--- src/rtl/pipe_ctrl_pkg.sv ---
// pipe_ctrl_pkg: shared widths, sequencer state encoding and stage-control patterns
package pipe_ctrl_pkg;

    localparam int REG_ID_W = 3;
    localparam int PERF_W   = 16;

    typedef enum logic [1:0] {
        ST_RUN      = 2'd0,
        ST_MEM_WAIT = 2'd1,
        ST_DRAIN    = 2'd2,
        ST_HALTED   = 2'd3
    } state_e;

    typedef struct packed {
        logic pc_en;
        logic ifid_en;
        logic idex_en;
        logic exmem_en;
        logic memwb_en;
        logic ifid_flush;
        logic idex_flush;
        logic exmem_flush;
        logic memwb_flush;
    } ctrl_t;

    localparam ctrl_t CTRL_GO       = '{pc_en: 1'b1, ifid_en: 1'b1, idex_en: 1'b1, exmem_en: 1'b1, memwb_en: 1'b1,
                                        ifid_flush: 1'b0, idex_flush: 1'b0, exmem_flush: 1'b0, memwb_flush: 1'b0};
    localparam ctrl_t CTRL_FREEZE   = '{pc_en: 1'b0, ifid_en: 1'b0, idex_en: 1'b0, exmem_en: 1'b0, memwb_en: 1'b1,
                                        ifid_flush: 1'b0, idex_flush: 1'b0, exmem_flush: 1'b0, memwb_flush: 1'b1};
    localparam ctrl_t CTRL_DRAIN    = '{pc_en: 1'b0, ifid_en: 1'b1, idex_en: 1'b1, exmem_en: 1'b1, memwb_en: 1'b1,
                                        ifid_flush: 1'b1, idex_flush: 1'b1, exmem_flush: 1'b1, memwb_flush: 1'b0};
    localparam ctrl_t CTRL_REDIRECT = '{pc_en: 1'b1, ifid_en: 1'b1, idex_en: 1'b1, exmem_en: 1'b1, memwb_en: 1'b1,
                                        ifid_flush: 1'b1, idex_flush: 1'b1, exmem_flush: 1'b1, memwb_flush: 1'b0};
    localparam ctrl_t CTRL_LOAD_USE = '{pc_en: 1'b0, ifid_en: 1'b0, idex_en: 1'b1, exmem_en: 1'b1, memwb_en: 1'b1,
                                        ifid_flush: 1'b0, idex_flush: 1'b1, exmem_flush: 1'b0, memwb_flush: 1'b0};
    localparam ctrl_t CTRL_FETCH    = '{pc_en: 1'b0, ifid_en: 1'b1, idex_en: 1'b1, exmem_en: 1'b1, memwb_en: 1'b1,
                                        ifid_flush: 1'b1, idex_flush: 1'b0, exmem_flush: 1'b0, memwb_flush: 1'b0};
    localparam ctrl_t CTRL_STOP     = '{pc_en: 1'b0, ifid_en: 1'b0, idex_en: 1'b0, exmem_en: 1'b0, memwb_en: 1'b0,
                                        ifid_flush: 1'b0, idex_flush: 1'b0, exmem_flush: 1'b0, memwb_flush: 1'b0};

endpackage

--- src/rtl/pipe_ctrl_if.sv ---
// pipe_ctrl_if: hazard/status inputs and stage enable/flush outputs of the pipeline sequencer
interface pipe_ctrl_if;
    import pipe_ctrl_pkg::*;

    logic [REG_ID_W-1:0] id_rs;
    logic [REG_ID_W-1:0] id_rt;
    logic                id_rs_valid;
    logic                id_rt_valid;
    logic [REG_ID_W-1:0] ex_write_reg;
    logic                ex_reg_write;
    logic                ex_mem_read;
    logic                mem_redirect;
    logic                mem_access;
    logic                mem_halt;
    logic                dmem_done;
    logic                imem_stall;
    logic                pc_en;
    logic                ifid_en;
    logic                idex_en;
    logic                exmem_en;
    logic                memwb_en;
    logic                ifid_flush;
    logic                idex_flush;
    logic                exmem_flush;
    logic                memwb_flush;
    logic                dmem_req;
    logic                halted;
    logic                mem_timeout_err;
    logic [PERF_W-1:0]   perf_stall_cnt;
    logic [PERF_W-1:0]   perf_flush_cnt;

    modport master (
        input  id_rs, id_rt, id_rs_valid, id_rt_valid, ex_write_reg, ex_reg_write, ex_mem_read,
               mem_redirect, mem_access, mem_halt, dmem_done, imem_stall,
        output pc_en, ifid_en, idex_en, exmem_en, memwb_en,
               ifid_flush, idex_flush, exmem_flush, memwb_flush,
               dmem_req, halted, mem_timeout_err, perf_stall_cnt, perf_flush_cnt
    );

    modport slave (
        output id_rs, id_rt, id_rs_valid, id_rt_valid, ex_write_reg, ex_reg_write, ex_mem_read,
               mem_redirect, mem_access, mem_halt, dmem_done, imem_stall,
        input  pc_en, ifid_en, idex_en, exmem_en, memwb_en,
               ifid_flush, idex_flush, exmem_flush, memwb_flush,
               dmem_req, halted, mem_timeout_err, perf_stall_cnt, perf_flush_cnt
    );

endinterface

--- src/rtl/pipe_ctrl_load_use_detect.sv ---
// load_use_detect: flags an ID-stage source that needs the result of a load still in EX
module load_use_detect
    import pipe_ctrl_pkg::*;
(
    input  logic [REG_ID_W-1:0] id_rs_i,
    input  logic [REG_ID_W-1:0] id_rt_i,
    input  logic                id_rs_valid_i,
    input  logic                id_rt_valid_i,
    input  logic [REG_ID_W-1:0] ex_write_reg_i,
    input  logic                ex_reg_write_i,
    input  logic                ex_mem_read_i,
    output logic                hazard_o
);

    assign hazard_o = ex_mem_read_i & ex_reg_write_i &
                      ((id_rs_valid_i & (id_rs_i == ex_write_reg_i)) |
                       (id_rt_valid_i & (id_rt_i == ex_write_reg_i)));

endmodule

--- src/rtl/pipe_ctrl.sv ---
// pipe_ctrl: stall/flush sequencer for the five-stage pipeline; PIPE_CTRL_PERF_EN builds the perf counters
module pipe_ctrl
    import pipe_ctrl_pkg::*;
#(
    parameter int MEM_TIMEOUT  = 255,
    parameter int DRAIN_CYCLES = 1
) (
    input logic clk,
    input logic rst,
    pipe_ctrl_if.master bus
);

    localparam int TW = $clog2(MEM_TIMEOUT + 1);
    localparam int DW = $clog2(DRAIN_CYCLES + 1);
    localparam logic [TW-1:0] TMAX  = TW'(MEM_TIMEOUT);
    localparam logic [DW-1:0] DLAST = DW'(DRAIN_CYCLES - 1);

    state_e        state_q, state_d;
    logic [TW-1:0] tmo_q, tmo_d;
    logic [DW-1:0] drain_q, drain_d;
    logic          halted_q;
    logic          err_q;
    logic          hazard;
    logic          mem_stall;
    ctrl_t         c;

    load_use_detect u_load_use_detect (
        .id_rs_i        (bus.id_rs),
        .id_rt_i        (bus.id_rt),
        .id_rs_valid_i  (bus.id_rs_valid),
        .id_rt_valid_i  (bus.id_rt_valid),
        .ex_write_reg_i (bus.ex_write_reg),
        .ex_reg_write_i (bus.ex_reg_write),
        .ex_mem_read_i  (bus.ex_mem_read),
        .hazard_o       (hazard)
    );

    assign mem_stall = bus.mem_access & ~bus.dmem_done;

    // Priority-resolved stage controls and next state; tmo counts frozen cycles including the entry cycle
    always_comb begin
        c       = CTRL_GO;
        state_d = state_q;
        tmo_d   = '0;
        drain_d = '0;
        if (state_q == ST_RUN) begin
            if (mem_stall) begin
                c       = CTRL_FREEZE;
                state_d = ST_MEM_WAIT;
                tmo_d   = TW'(1);
            end else if (bus.mem_halt) begin
                c       = CTRL_DRAIN;
                state_d = ST_DRAIN;
            end else if (bus.mem_redirect) begin
                c = CTRL_REDIRECT;
            end else if (hazard) begin
                c = CTRL_LOAD_USE;
            end else if (bus.imem_stall) begin
                c = CTRL_FETCH;
            end
        end else if (state_q == ST_MEM_WAIT) begin
            c       = bus.dmem_done ? CTRL_GO : CTRL_FREEZE;
            state_d = bus.dmem_done ? ST_RUN : ST_MEM_WAIT;
            tmo_d   = bus.dmem_done ? '0 : (tmo_q == TMAX ? tmo_q : tmo_q + TW'(1));
        end else if (state_q == ST_DRAIN) begin
            c       = CTRL_DRAIN;
            state_d = (drain_q == DLAST) ? ST_HALTED : ST_DRAIN;
            drain_d = drain_q + DW'(1);
        end else begin
            c = CTRL_STOP;
        end
    end

    // Sequencer state, wait/drain counters, halted flag and sticky watchdog error
    always_ff @(posedge clk) begin
        if (rst) begin
            state_q  <= ST_RUN;
            tmo_q    <= '0;
            drain_q  <= '0;
            halted_q <= 1'b0;
            err_q    <= 1'b0;
        end else begin
            state_q  <= state_d;
            tmo_q    <= tmo_d;
            drain_q  <= drain_d;
            halted_q <= (state_d == ST_HALTED);
            err_q    <= err_q | (tmo_d == TMAX);
        end
    end

    assign bus.pc_en           = c.pc_en;
    assign bus.ifid_en         = c.ifid_en;
    assign bus.idex_en         = c.idex_en;
    assign bus.exmem_en        = c.exmem_en;
    assign bus.memwb_en        = c.memwb_en;
    assign bus.ifid_flush      = c.ifid_flush;
    assign bus.idex_flush      = c.idex_flush;
    assign bus.exmem_flush     = c.exmem_flush;
    assign bus.memwb_flush     = c.memwb_flush;
    assign bus.dmem_req        = ((state_q == ST_RUN) & bus.mem_access) | (state_q == ST_MEM_WAIT);
    assign bus.halted          = halted_q;
    assign bus.mem_timeout_err = err_q;

`ifdef PIPE_CTRL_PERF_EN
    logic              stall_ev;
    logic              redirect_ev;
    logic [PERF_W-1:0] stall_cnt_q;
    logic [PERF_W-1:0] flush_cnt_q;

    assign stall_ev    = ((state_q == ST_RUN) | (state_q == ST_MEM_WAIT)) & ~c.pc_en;
    assign redirect_ev = (state_q == ST_RUN) & ~mem_stall & ~bus.mem_halt & bus.mem_redirect;

    // Saturating stall-cycle and redirect counters
    always_ff @(posedge clk) begin
        if (rst) begin
            stall_cnt_q <= '0;
            flush_cnt_q <= '0;
        end else begin
            if (stall_ev && stall_cnt_q != '1) stall_cnt_q <= stall_cnt_q + PERF_W'(1);
            if (redirect_ev && flush_cnt_q != '1) flush_cnt_q <= flush_cnt_q + PERF_W'(1);
        end
    end

    assign bus.perf_stall_cnt = stall_cnt_q;
    assign bus.perf_flush_cnt = flush_cnt_q;
`else
    assign bus.perf_stall_cnt = '0;
    assign bus.perf_flush_cnt = '0;
`endif

endmodule

--- src/flat_wrapper.sv ---
// flat-port wrapper written by rule: the top's interface ports become plain ports
module pipe_ctrl_flat import pipe_ctrl_pkg::*;
#(
    parameter int MEM_TIMEOUT  = 255,
    parameter int DRAIN_CYCLES = 1
)
  (clk, rst, bus_id_rs, bus_id_rt, bus_id_rs_valid, bus_id_rt_valid, bus_ex_write_reg, bus_ex_reg_write, bus_ex_mem_read, bus_mem_redirect, bus_mem_access, bus_mem_halt, bus_dmem_done, bus_imem_stall, bus_pc_en, bus_ifid_en, bus_idex_en, bus_exmem_en, bus_memwb_en, bus_ifid_flush, bus_idex_flush, bus_exmem_flush, bus_memwb_flush, bus_dmem_req, bus_halted, bus_mem_timeout_err, bus_perf_stall_cnt, bus_perf_flush_cnt);
  pipe_ctrl_if bus_i ();
  input logic clk;
  input logic rst;
  input wire logic [$bits(bus_i.id_rs)-1:0] bus_id_rs;
  input wire logic [$bits(bus_i.id_rt)-1:0] bus_id_rt;
  input wire logic [$bits(bus_i.id_rs_valid)-1:0] bus_id_rs_valid;
  input wire logic [$bits(bus_i.id_rt_valid)-1:0] bus_id_rt_valid;
  input wire logic [$bits(bus_i.ex_write_reg)-1:0] bus_ex_write_reg;
  input wire logic [$bits(bus_i.ex_reg_write)-1:0] bus_ex_reg_write;
  input wire logic [$bits(bus_i.ex_mem_read)-1:0] bus_ex_mem_read;
  input wire logic [$bits(bus_i.mem_redirect)-1:0] bus_mem_redirect;
  input wire logic [$bits(bus_i.mem_access)-1:0] bus_mem_access;
  input wire logic [$bits(bus_i.mem_halt)-1:0] bus_mem_halt;
  input wire logic [$bits(bus_i.dmem_done)-1:0] bus_dmem_done;
  input wire logic [$bits(bus_i.imem_stall)-1:0] bus_imem_stall;
  output wire logic [$bits(bus_i.pc_en)-1:0] bus_pc_en;
  output wire logic [$bits(bus_i.ifid_en)-1:0] bus_ifid_en;
  output wire logic [$bits(bus_i.idex_en)-1:0] bus_idex_en;
  output wire logic [$bits(bus_i.exmem_en)-1:0] bus_exmem_en;
  output wire logic [$bits(bus_i.memwb_en)-1:0] bus_memwb_en;
  output wire logic [$bits(bus_i.ifid_flush)-1:0] bus_ifid_flush;
  output wire logic [$bits(bus_i.idex_flush)-1:0] bus_idex_flush;
  output wire logic [$bits(bus_i.exmem_flush)-1:0] bus_exmem_flush;
  output wire logic [$bits(bus_i.memwb_flush)-1:0] bus_memwb_flush;
  output wire logic [$bits(bus_i.dmem_req)-1:0] bus_dmem_req;
  output wire logic [$bits(bus_i.halted)-1:0] bus_halted;
  output wire logic [$bits(bus_i.mem_timeout_err)-1:0] bus_mem_timeout_err;
  output wire logic [$bits(bus_i.perf_stall_cnt)-1:0] bus_perf_stall_cnt;
  output wire logic [$bits(bus_i.perf_flush_cnt)-1:0] bus_perf_flush_cnt;
  assign bus_i.id_rs = bus_id_rs;
  assign bus_i.id_rt = bus_id_rt;
  assign bus_i.id_rs_valid = bus_id_rs_valid;
  assign bus_i.id_rt_valid = bus_id_rt_valid;
  assign bus_i.ex_write_reg = bus_ex_write_reg;
  assign bus_i.ex_reg_write = bus_ex_reg_write;
  assign bus_i.ex_mem_read = bus_ex_mem_read;
  assign bus_i.mem_redirect = bus_mem_redirect;
  assign bus_i.mem_access = bus_mem_access;
  assign bus_i.mem_halt = bus_mem_halt;
  assign bus_i.dmem_done = bus_dmem_done;
  assign bus_i.imem_stall = bus_imem_stall;
  assign bus_pc_en = bus_i.pc_en;
  assign bus_ifid_en = bus_i.ifid_en;
  assign bus_idex_en = bus_i.idex_en;
  assign bus_exmem_en = bus_i.exmem_en;
  assign bus_memwb_en = bus_i.memwb_en;
  assign bus_ifid_flush = bus_i.ifid_flush;
  assign bus_idex_flush = bus_i.idex_flush;
  assign bus_exmem_flush = bus_i.exmem_flush;
  assign bus_memwb_flush = bus_i.memwb_flush;
  assign bus_dmem_req = bus_i.dmem_req;
  assign bus_halted = bus_i.halted;
  assign bus_mem_timeout_err = bus_i.mem_timeout_err;
  assign bus_perf_stall_cnt = bus_i.perf_stall_cnt;
  assign bus_perf_flush_cnt = bus_i.perf_flush_cnt;
  pipe_ctrl #(.MEM_TIMEOUT(MEM_TIMEOUT), .DRAIN_CYCLES(DRAIN_CYCLES)) u_core (.clk(clk), .rst(rst), .bus(bus_i));
endmodule
--- config.mk ---
export PLATFORM = sky130hd
export DESIGN_NAME = pipe_ctrl_flat
export DESIGN_NICKNAME = d
export VERILOG_FILES = /design/src/rtl/pipe_ctrl_pkg.sv /design/src/rtl/pipe_ctrl_if.sv /design/src/rtl/pipe_ctrl_load_use_detect.sv /design/src/rtl/pipe_ctrl.sv /design/src/flat_wrapper.sv
export SDC_FILE = /design/constraint.sdc
export NUM_CORES = 1
export LEC_CHECK = 0
export CORE_MARGIN = 2
export CORE_UTILIZATION = 40
export DETAILED_ROUTE_END_ITERATION = 6
export GPL_TIMING_DRIVEN = 0
export PLACE_DENSITY = 0.84
export SLEW_MARGIN = 25
export SYNTH_ARGS = -nofsm -noshare
export SYNTH_HDL_FRONTEND = slang
export SYNTH_SLANG_ARGS = --single-unit
--- constraint.sdc ---
create_clock -name clk -period 4 [get_ports clk]
set_clock_uncertainty 0.05 [all_clocks]
set_input_delay 1 -clock clk [delete_from_list [all_inputs] [get_ports clk]]
set_output_delay 1 -clock clk [all_outputs]
set_load 0.03 [all_outputs]
== After elaboration in Yosys (flattened, before gate mapping) ==
Index checks and enable logic that the tools add are counted.
Cells by class
  equality and inequality tests: 7
  div/mod/pow operators: 0
  muxes and demuxes: 21
  shift operators: 0
  bitwise gates (word level): 11
  order comparisons: 0
  reductions and logical operators: 2
  add/sub/neg operators: 2
  multipliers: 0
Operator list (number)
  9-bit two-way mux: 8
  8-bit two-way mux: 5
  8-bit == test (second input constant): 2
  2-bit two-way mux: 5
  8-bit by 1-bit adder with 8-bit output (second input constant): 1
  1-bit AND: 6
  3-bit == test: 2
  2-bit == test (second input constant): 2
  4-bit OR reduction: 1
  1-bit two-way mux: 3
  1-bit OR: 3
  2-bit by 1-bit == test with 1-bit output (second input constant): 1
  2-bit logical NOT: 1
  1-bit NOT: 2
  1-bit adder (second input constant): 1
Storage, ports and cells
  latch bits: 0
  flip-flop bits (word level): 13
  memories kept: 0
  RAM bits: 0
  ROM bits: 0

== Logic depth before layout (Yosys ltp) ==
Gate-level depths: netlist of the first run.
  depth after elaboration: 9
  mapped depth: 6
  gate-level depth less buffers: 6

== Hierarchy ==
From an unflattened synthesis of the first run, not the netlist that was laid out.
Unflattened totals
  cells, all modules: 147
  area total of the unflattened synthesis: 1123.6 sq um
By module, submodules not included
  pipe_ctrl: cells an instance 137, area an instance 1049.8 sq um, times used 1
  load_use_detect: cells an instance 10, area an instance 73.8 sq um, times used 1

== Worst setup path before layout of the first run ==
Ideal clock, no wire load.
  path kind: input-to-output
  start: in bus_dmem_done
  end: out bus_ifid_flush
  stages: 5
  required time: 2.950 ns
  setup slack: 0.768 ns
  arrival: 2.182 ns
  path through: inv_1 -> a21oi_1 -> nand2b_1 -> nand2b_1 -> o21ai_0
Between the ends
  cells in the longest elaborated chain, start to end: 4
RTL lines
  start, declared: RTL line flat_wrapper.sv:21  | input wire logic [$bits(bus_i.dmem_done)-1:0] bus_dmem_done;
  1-bit NOT: RTL line pipe_ctrl.sv:38  | assign mem_stall = bus.mem_access & ~bus.dmem_done;
  1-bit AND: RTL line pipe_ctrl.sv:38
  9-bit two-way mux: RTL line pipe_ctrl.sv:47  | if (mem_stall) begin
  9-bit two-way mux: RTL line pipe_ctrl.sv:46  | if (state_q == ST_RUN) begin
  end, declared: RTL line flat_wrapper.sv:28  | output wire logic [$bits(bus_i.ifid_flush)-1:0] bus_ifid_flush;
Every way passes these cells.

== Worst setup path after layout of the first run ==
  start: in bus_dmem_done
  end: out bus_ifid_en
Between the ends
  cells in the longest elaborated chain, start to end: 4
  elaborated cells between the ends (all ways): 6
RTL lines
  1-bit NOT: RTL line pipe_ctrl.sv:38
  1-bit AND: RTL line pipe_ctrl.sv:38
  9-bit two-way mux: RTL line pipe_ctrl.sv:47
  9-bit two-way mux *: RTL line pipe_ctrl.sv:46
  end, declared: RTL line flat_wrapper.sv:24  | output wire logic [$bits(bus_i.ifid_en)-1:0] bus_ifid_en;
Mark *: on every way between the ends. The rest lies on a longest branch, timed or not.

==> metrics.txt, run 1 <==
Routed Antenna Nets=0; Seq/Total Area, Yosys=0.248; GP Congestion=between 0.8 and 0.9; Hold Violations, Final=0; peak supply drop=between 0.00015 and 0.0002 V; PortBufs=31; Die Ht=between 50 and 60 µm; RSZ-0062 raised after global routing=false; Async SR Flop Fraction=0; Total Wirelength=2160 µm; worst-skew pair later-pin latency=~0.28 ns; Core ar.=2480 µm²; Global Route Usage Sum=0.145; slowest stage cell, crit path=clkdlybuf4s50_1; critical path data required time=2.95 ns; CTS Sinks=13; Post-DP HPWL=around 1800 µm; Peak Freq=around 260 MHz; Post-synth top cells=buf_4 (33), dfxtp_1 (13), nor2_1 (11), nor3_1 (9), xnor2_1 (8); CP Max Fanout=6; Cell Chain, Critical Path=clkdlybuf4s50_1 > inv_1 > a21oi_1 > nand2b_1 > o21a_1 > nand3_1 > clkdlybuf4s15_1; Synth top area share=0.248; first-pass GRT wire length=about 3700 µm; cells after synthesis=between 100 and 150; syn_area_per_cell=roughly 7.7 µm²; die area=3050 µm²; TritonCTS Buffers=3; CTS Buffer Depth=2; Yosys top cell by area=dfxtp_1; antenna diode count=0; grt met3 use=0.0375; final setup vio count=0; largest net degree at the start of global routing=11; initial core utilization=0.424; IO Pins=64; Final Core Density=0.617; drt pass-1 iters=4; routed vias=between 1000 and 1500; Layout area overhead=45.5%; vias in the first global route=869; CP Capture Type=primary output; CTS tree=built; # H-tree levels=1; Clock Root Buffer=clkbuf_4; die width=about 55 µm; Worst path max stage delay=0.60 ns; HP Class=reg -> reg; drt first-iter violations=10; Synth Flop Type=dfxtp_1; placed cell area=1510 µm²; final instance area=between 1500 and 2000 µm²; #FFs+latches synth=13; Std-Cell Rows=18; layout cells sized above 1=0.202; Post-synth EDFFs=0; P per Cell Area=256 nW/µm²; most frequent cell after synthesis=buf_4; met1 usage=0.184; Vias/cell=about 4.3; grt peak-use layer=met2; Synth Cell Area=around 1000 µm²; max_cap viols=0; setup TNS=0 ns; fin. max-slew vios=0; clock slew at reported path FFs=around 0.070 ns; DRC=0; ranking of synthesized cells by area=dfxtp_1 (25%), buf_4 (24%), xnor2_1 (6.7%); WP data arrival=roughly 2.8 ns; final cycle utilization of the critical path=0.968; initial antenna violation count=0; startpoint types=input pin; met2 usage=0.231; yosys warns=0; wire per inst=about 9 µm; Setup CP Type=in -> out; status=finished, final reports clean; GRT overflow=0; leak pwr=0.000694 µW; nets@finish=roughly 230; synth unique cells=36; postcts setup bufs=0; Tmin final=about 3.9 ns
[where the power goes]
group	switching [µW]	leakage, µW	total [µW]	internal (µW)
sequential	2.69	0.000106	136	133
combinational	103	0.000574	175	72.2
clock	40.6	0.0000150	79.3	38.7
total	147	0.000694	391	244
[layer usage]
layer / routed length [µm] / vias to the layer above / part of all wire
li1: - / 543 / -
met1: 953 / 429 / 0.44
met2: 1040 / 37 / 0.48
met3: 144 / 4 / 0.067
met4: 24 / 0 / 0.011
met5: 0 / - / 0
[cell type report]
cell class,count,area [µm²]
buffer,37,272
clock buffer,4,26.3
fill,220,950
inverter,4,15.0
multi-input combinational,114,619
sequential,13,260
tap,30,37.5
timing repair buffer,31,298
[through the flow]
stage / total power [µW] / cells / hold slack, ns / worst slack, ns
3_3_place_gp: 319 / 229 / 0.365 / -0.143
2_1_floorplan: 265 / 168 / 0.349 / 0.768
4_1_cts: 394 / 233 / 0.382 / 0.131
5_1_grt: 412 / 233 / 0.409 / 0.0102
3_5_place_dp: 320 / 229 / 0.371 / -0.142
6_report: 391 / 233 / 0.381 / 0.127
[worst max-delay path: cells and delay by family]
family          cells  cell delay [ns]
compound gates      2             0.49
buf+inv             3             1.08
simple gates        2             0.24
[cells by family after synthesis]
kind of cell    Yosys count  synth area share
other cells               1           0.00357
mux                       1            0.0107
xor+xnor                  8            0.0667
simple gates             54             0.279
fa+ha+maj                 1            0.0119
buf+inv                  41             0.273
flops                    13             0.248
compound gates           18             0.107
[flip-flops by register name, summed over array words and instances (netlist names)]
register	flops
u_core.bus.halted	1
u_core.bus.mem_timeout_err	1
u_core.drain_q	1
u_core.state_q	2
u_core.tmo_q	8
[what timing repair did]
action,CTS,global route
resized for setup,5,7
cloned,0,0
setup endpoints to repair,5,3
hold buffers,0,0
[placed cells by master, fill, tap and decap left out, types with 3 or more instances in the layout]
master and count:
nand3_1 5, inv_1 4, nor2_1 11, nand2_1 7, nand4_1 4, conb_1 32, clkdlybuf4s50_1 26, nor2b_1 3
nand2b_1 3, a21oi_1 7, nor3_1 9, and3_1 4, dfxtp_1 13, clkbuf_4 3, clkbuf_1 3, buf_4 33
xnor2_1 8
[final timing paths]
check	slack, ns	from	cells after the start	endpoint
min	0.38	u_core.drain_q	1	u_core.drain_q
max reg2reg	2.15	u_core.tmo_q[0]	6	u_core.bus.mem_timeout_err
max	0.13	bus_dmem_done	7	bus_ifid_en
min reg2reg	0.38	u_core.drain_q	1	u_core.drain_q
(Power assumes the default switching activity.)
==> run 2, diff against run 1 <==
--- a/config.mk
+++ b/config.mk
@@ -5,6 +5,7 @@
 export SDC_FILE = /design/constraint.sdc
 export NUM_CORES = 1
 export LEC_CHECK = 0
+export CORE_ASPECT_RATIO = 2
 export CORE_MARGIN = 2
 export CORE_UTILIZATION = 40
 export DETAILED_ROUTE_END_ITERATION = 6
==> metrics.txt, run 2 (same netlist as run 1, synthesis figures left out) <==
status=finished, final reports clean (unchanged); clock slew at reported path FFs=0.06 ns (was 0.07 ns); Vias/cell=4.66 (was 4.35); Hold Path End=u_core.drain_q (unchanged); TritonCTS Buffers=3 (unchanged); wire per inst=10.9 µm (was 9.26 µm); startpoint types=input pin (unchanged); antenna diode count=0 (unchanged); layout cells sized above 1=0.197 (was 0.202); PortBufs=31 (unchanged); final setup vio count=0 (unchanged); largest registers=u_core.tmo_q: 8 flops, u_core.state_q: 2 flops (unchanged); critical path data required time=2.95 ns (about the same); worst-case reg-to-reg path depth=6 (unchanged); fin. max-slew vios=0 (unchanged); most common cell after layout, fill and taps aside=buf_4 (unchanged); die width=40.2 µm (was 55.2 µm); leak pwr=0.000702 µW (was 0.000694 µW); RSZ-0062 raised after global routing=false (unchanged); P per Cell Area=279 nW/µm² (was 256 nW/µm²); commonest non-fill, non-tap cells in the layout=buf_4 (33), conb_1 (32), clkdlybuf4s50_1 (26) (unchanged); postcts setup bufs=0 (unchanged); capturing point of the worst reg2reg path=u_core.bus.mem_timeout_err (unchanged); drt pass-1 iters=4 (unchanged); Total Wirelength=2510 µm (was 2160 µm); initial core utilization=0.414 (was 0.424); CTS tree=built (unchanged); Peak Freq=259 MHz (was 258 MHz); final cycle utilization of the critical path=0.963 (was 0.968); GP Congestion=0.910 (was 0.817); CP Capture Type=primary output (unchanged); Layout area overhead=47.4% (was 45.5%); Core ar.=2540 µm² (was 2480 µm²); number of flip-flops in the largest register=8 (unchanged); hold slack=0.389 ns (was 0.381 ns); Tmin final=3.85 ns (was 3.87 ns); final setup margin=0.146 ns (was 0.127 ns); vias in the first global route=974 (was 869); DRC=0 (unchanged); WP data arrival=2.80 ns (was 2.82 ns); largest net degree at the start of global routing=11 (unchanged); max_cap viols=0 (unchanged); nets@finish=225 (unchanged); CTS Sinks=13 (unchanged); HP Class=reg -> reg (unchanged); # H-tree levels=1 (unchanged); Routed Antenna Nets=0 (unchanged); GRT overflow=0 (unchanged); CTS Buffer Depth=2 (unchanged); worst hold path stage count=1 (unchanged); Hold Buf Count CTS=0 (unchanged); R2R Setup Slk=2.07 ns (was 2.15 ns); initial antenna violation count=0 (unchanged); min-delay src=u_core.drain_q (unchanged); Die Ht=76.5 µm (was 55.2 µm); Most flops, register=u_core.tmo_q (unchanged); Global Route Usage Sum=0.169 (was 0.145); Setup CP Type=in -> out (unchanged); Post-DP HPWL=2050 µm (was 1840 µm); pre-CTS setup slack=-0.204 ns (was -0.142 ns); routed vias=1076 (was 1013); Hold Violations, Final=0 (unchanged); Std-Cell Rows=26 (was 18); IO Pins=64 (unchanged); peak supply drop=0.000207 V (was 0.000162 V); worst-skew pair later-pin latency=0.25 ns (was 0.28 ns); CP Max Fanout=6 (unchanged); die area=3080 µm² (was 3050 µm²); Final Core Density=0.610 (was 0.617); Clock Root Buffer=clkbuf_8 (was clkbuf_4); Reg2Reg Launch Point=u_core.tmo_q[0] (unchanged); first-pass GRT wire length=3860 µm (was 3660 µm); drt first-iter violations=26 (was 10)
[run 2: cell count changes in the layout (fill, tap and decap cells not counted)]
cell	previous run	this run
clkbuf_2	2	1
clkbuf_4	3	0
clkbuf_8	0	3
dlygate4sd2_1	2	3
[run 2: where the power goes]
part | leakage (µW) | switching, µW | internal [µW] | total, µW
clock | 0.0000228 | 49.8 | 70.6 | 120
sequential | 0.000106 | 2.68 | 134 | 136
combinational | 0.000573 | 103 | 72.6 | 176
[run 2: stage by stage]
step           cell area [µm²]  instances  total power (µW)  setup TNS (ns)
6_report                  1550        231               433               0
3_5_place_dp              1510        227               320          -0.569
4_1_cts                   1550        231               431               0
3_3_place_gp              1510        227               319          -0.607
2_1_floorplan             1170        168               265               0
5_1_grt                   1550        231               447               0
[run 2: timing repair]
item                                    CTS  global route
gates resized for setup                   5             4
pin swaps                                 0             0
hold endpoints to repair                  0             0
endpoints found under the setup margin    5             2
[run 2: worst max path at each step]
| stage | end | start | cells after the start | slack [ns] |
|---|---|---|---|---|
| 2_1_floorplan | bus_ifid_flush | bus_dmem_done | 5 | 0.77 |
| 3_3_place_gp | bus_ifid_flush | bus_dmem_done | 7 | -0.22 |
| 3_5_place_dp | bus_ifid_flush | bus_dmem_done | 7 | -0.20 |
| 4_1_cts | bus_ifid_flush | bus_dmem_done | 7 | 0.08 |
| 5_1_grt | bus_ifid_en | bus_dmem_done | 7 | 0.005 |
| 6_report | bus_idex_flush | bus_dmem_done | 7 | 0.15 |
[run 2: worst max-delay path, stage by stage]
cell	delay, ns
clkdlybuf4s50_1	0.59
inv_1	0.11
a21oi_1	0.23
nand2b_1	0.14
o21a_1	0.25
o21ai_0	0.09
clkdlybuf4s15_1	0.39
[run 2: cell type report]
type,count,area (µm²)
repair buffers,31,302
fillers,244,990
plain buffers,37,272
multi-input cells,114,619
clock buffers,4,45.0
inverters,4,15.0
flip-flops and latches,13,260
well taps,28,35.0
[run 2: per-layer routing]
layer | global-route usage | vias to the layer above | wire (µm)
met2 | 0.332 | 53 | 1360
met5 | 0 | - | 0
met1 | 0.148 | 475 | 806
met4 | 0.0600 | 0 | 53
met3 | 0.0262 | 7 | 284
li1 | - | 541 | -
==> run 3, diff against run 2 <==
--- a/config.mk
+++ b/config.mk
@@ -10,7 +10,7 @@
 export CORE_UTILIZATION = 40
 export DETAILED_ROUTE_END_ITERATION = 6
 export GPL_TIMING_DRIVEN = 0
-export PLACE_DENSITY = 0.84
+export PLACE_DENSITY = 0.93
 export SLEW_MARGIN = 25
 export SYNTH_ARGS = -nofsm -noshare
 export SYNTH_HDL_FRONTEND = slang
==> metrics.txt, run 3 (same netlist as run 1, synthesis figures left out) <==
met2 wire len=1450 µm (was 1360 µm); final cycle utilization of the critical path=0.966 (was 0.963); number of filler cells placed in the layout=232 (was 244); antenna diode count=0 (unchanged); Core ar.=2540 µm² (unchanged); routed vias=1087 (was 1076); WP data arrival=2.82 ns (was 2.80 ns); Die Ht=76.5 µm (unchanged); setup TNS=0 ns (unchanged); Post-DP HPWL=2130 µm (was 2050 µm); nets@finish=225 (unchanged); Global Route Usage Sum=0.165 (was 0.169); Peak Freq=259 MHz (about the same); CP Max Fanout=6 (unchanged); initial antenna violation count=0 (unchanged); total power=430 µW (was 433 µW); CP Capture Type=primary output (unchanged); Placed Instances=227 (unchanged); leak pwr=0.000702 µW (about the same); most common cell after layout, fill and taps aside=buf_4 (unchanged); vias in the first global route=943 (was 974); Tmin final=3.87 ns (was 3.85 ns); GRT overflow=0 (unchanged); CTS Buffer Depth=2 (unchanged); Total Wirelength=2580 µm (was 2510 µm); worst-skew pair later-pin latency=0.25 ns (about the same); initial core utilization=0.414 (unchanged); drt pass-1 iters=4 (unchanged); worst hold path stage count=1 (unchanged); number of flip-flops in the largest register=8 (unchanged); DRC=0 (unchanged); met3 wire len=291 µm (was 284 µm); final setup vio count=0 (unchanged); PortBufs=31 (unchanged); worst-case reg-to-reg path depth=6 (unchanged); RSZ-0062 raised after global routing=false (unchanged); first-pass GRT wire length=3800 µm (was 3860 µm); Layout area overhead=47.3% (was 47.4%); final instance area=1550 µm² (about the same); # H-tree levels=1 (unchanged); layout cells sized above 1=0.197 (unchanged); Hold Violations, Final=0 (unchanged); HP Class=reg -> reg (unchanged); Most flops, register=u_core.tmo_q (unchanged); Hold Buf Count CTS=0 (unchanged); Final Core Density=0.609 (was 0.610); IO Pins=64 (unchanged); drt first-iter violations=33 (was 26); TritonCTS Buffers=3 (unchanged); startpoint types=input pin (unchanged); fin cells=231 (unchanged); clock slew at reported path FFs=0.06 ns (about the same); M1 WL=797 µm (was 806 µm); wire per inst=11.2 µm (was 10.9 µm); status=finished, final reports clean (unchanged); placed cell area=1510 µm² (unchanged); die width=40.2 µm (unchanged); fin. max-slew vios=0 (unchanged); commonest non-fill, non-tap cells in the layout=buf_4 (33), conb_1 (32), clkdlybuf4s50_1 (26) (unchanged); max_cap viols=0 (unchanged); Top Layer Used=met4 (unchanged); GP Congestion=0.910 (about the same); Routed Antenna Nets=0 (unchanged); critical path data required time=2.95 ns (about the same); largest registers=u_core.tmo_q: 8 flops, u_core.state_q: 2 flops (unchanged); CTS Sinks=13 (unchanged); Clock Root Buffer=clkbuf_8 (unchanged); Setup CP Type=in -> out (unchanged); Std-Cell Rows=26 (unchanged); die area=3080 µm² (unchanged); CTS tree=built (unchanged); largest net degree at the start of global routing=11 (unchanged); peak supply drop=0.000368 V (was 0.000207 V); P per Cell Area=278 nW/µm² (was 279 nW/µm²); Vias/cell=4.71 (was 4.66)
run 3: path summary, 6_finish.rpt:
| path | startpoint | to | slack, ns |
|---|---|---|---|
| hold / removal | u_core.drain_q | u_core.drain_q | 0.37 |
| setup / recovery | bus_dmem_done | bus_idex_flush | 0.13 |
| hold reg to reg | u_core.drain_q | u_core.drain_q | 0.37 |
| setup reg to reg | u_core.tmo_q[0] | u_core.bus.mem_timeout_err | 1.95 |
run 3: power breakdown:
part / internal, µW / switching [µW]
logic: 72.3 / 104
registers: 134 / 2.82
clock network: 70.4 / 47.5
run 3: final cells by class:
class / instances / area [µm²] / area share
multi-input combinational: 114 / 619 / 0.400
timing repair buffer: 31 / 300 / 0.194
buffer: 37 / 272 / 0.176
sequential: 13 / 260 / 0.168
clock buffer: 4 / 45.0 / 0.0291
tap: 28 / 35.0 / 0.0227
inverter: 4 / 15.0 / 0.00971
run 3: stage by stage:
stage	hold slack [ns]	worst slack, ns
2_1_floorplan	0.349	0.768
3_3_place_gp	0.362	-0.121
3_5_place_dp	0.368	-0.171
4_1_cts	0.376	0.105
5_1_grt	0.388	0.0142
6_report	0.373	0.135
run 3: timing repair:
| action | in CTS | in global routing |
|---|---|---|
| setup endpoints to repair | 5 | 1 |
| setup buffers | 0 | 0 |
| gates resized for setup | 5 | 3 |
run 3: critical path: stages:
cell	delay, ns
clkdlybuf4s50_1	0.59
inv_1	0.11
a21oi_1	0.23
nand2b_1	0.15
o21a_1	0.24
o21ai_0	0.07
dlygate4sd2_1	0.42
run 3: routing by layer:
layer,vias to the layer above,global-route usage
li1,542,-
met1,464,0.134
met2,75,0.342
met3,6,0.0175
met4,0,0.0500
met5,-,0
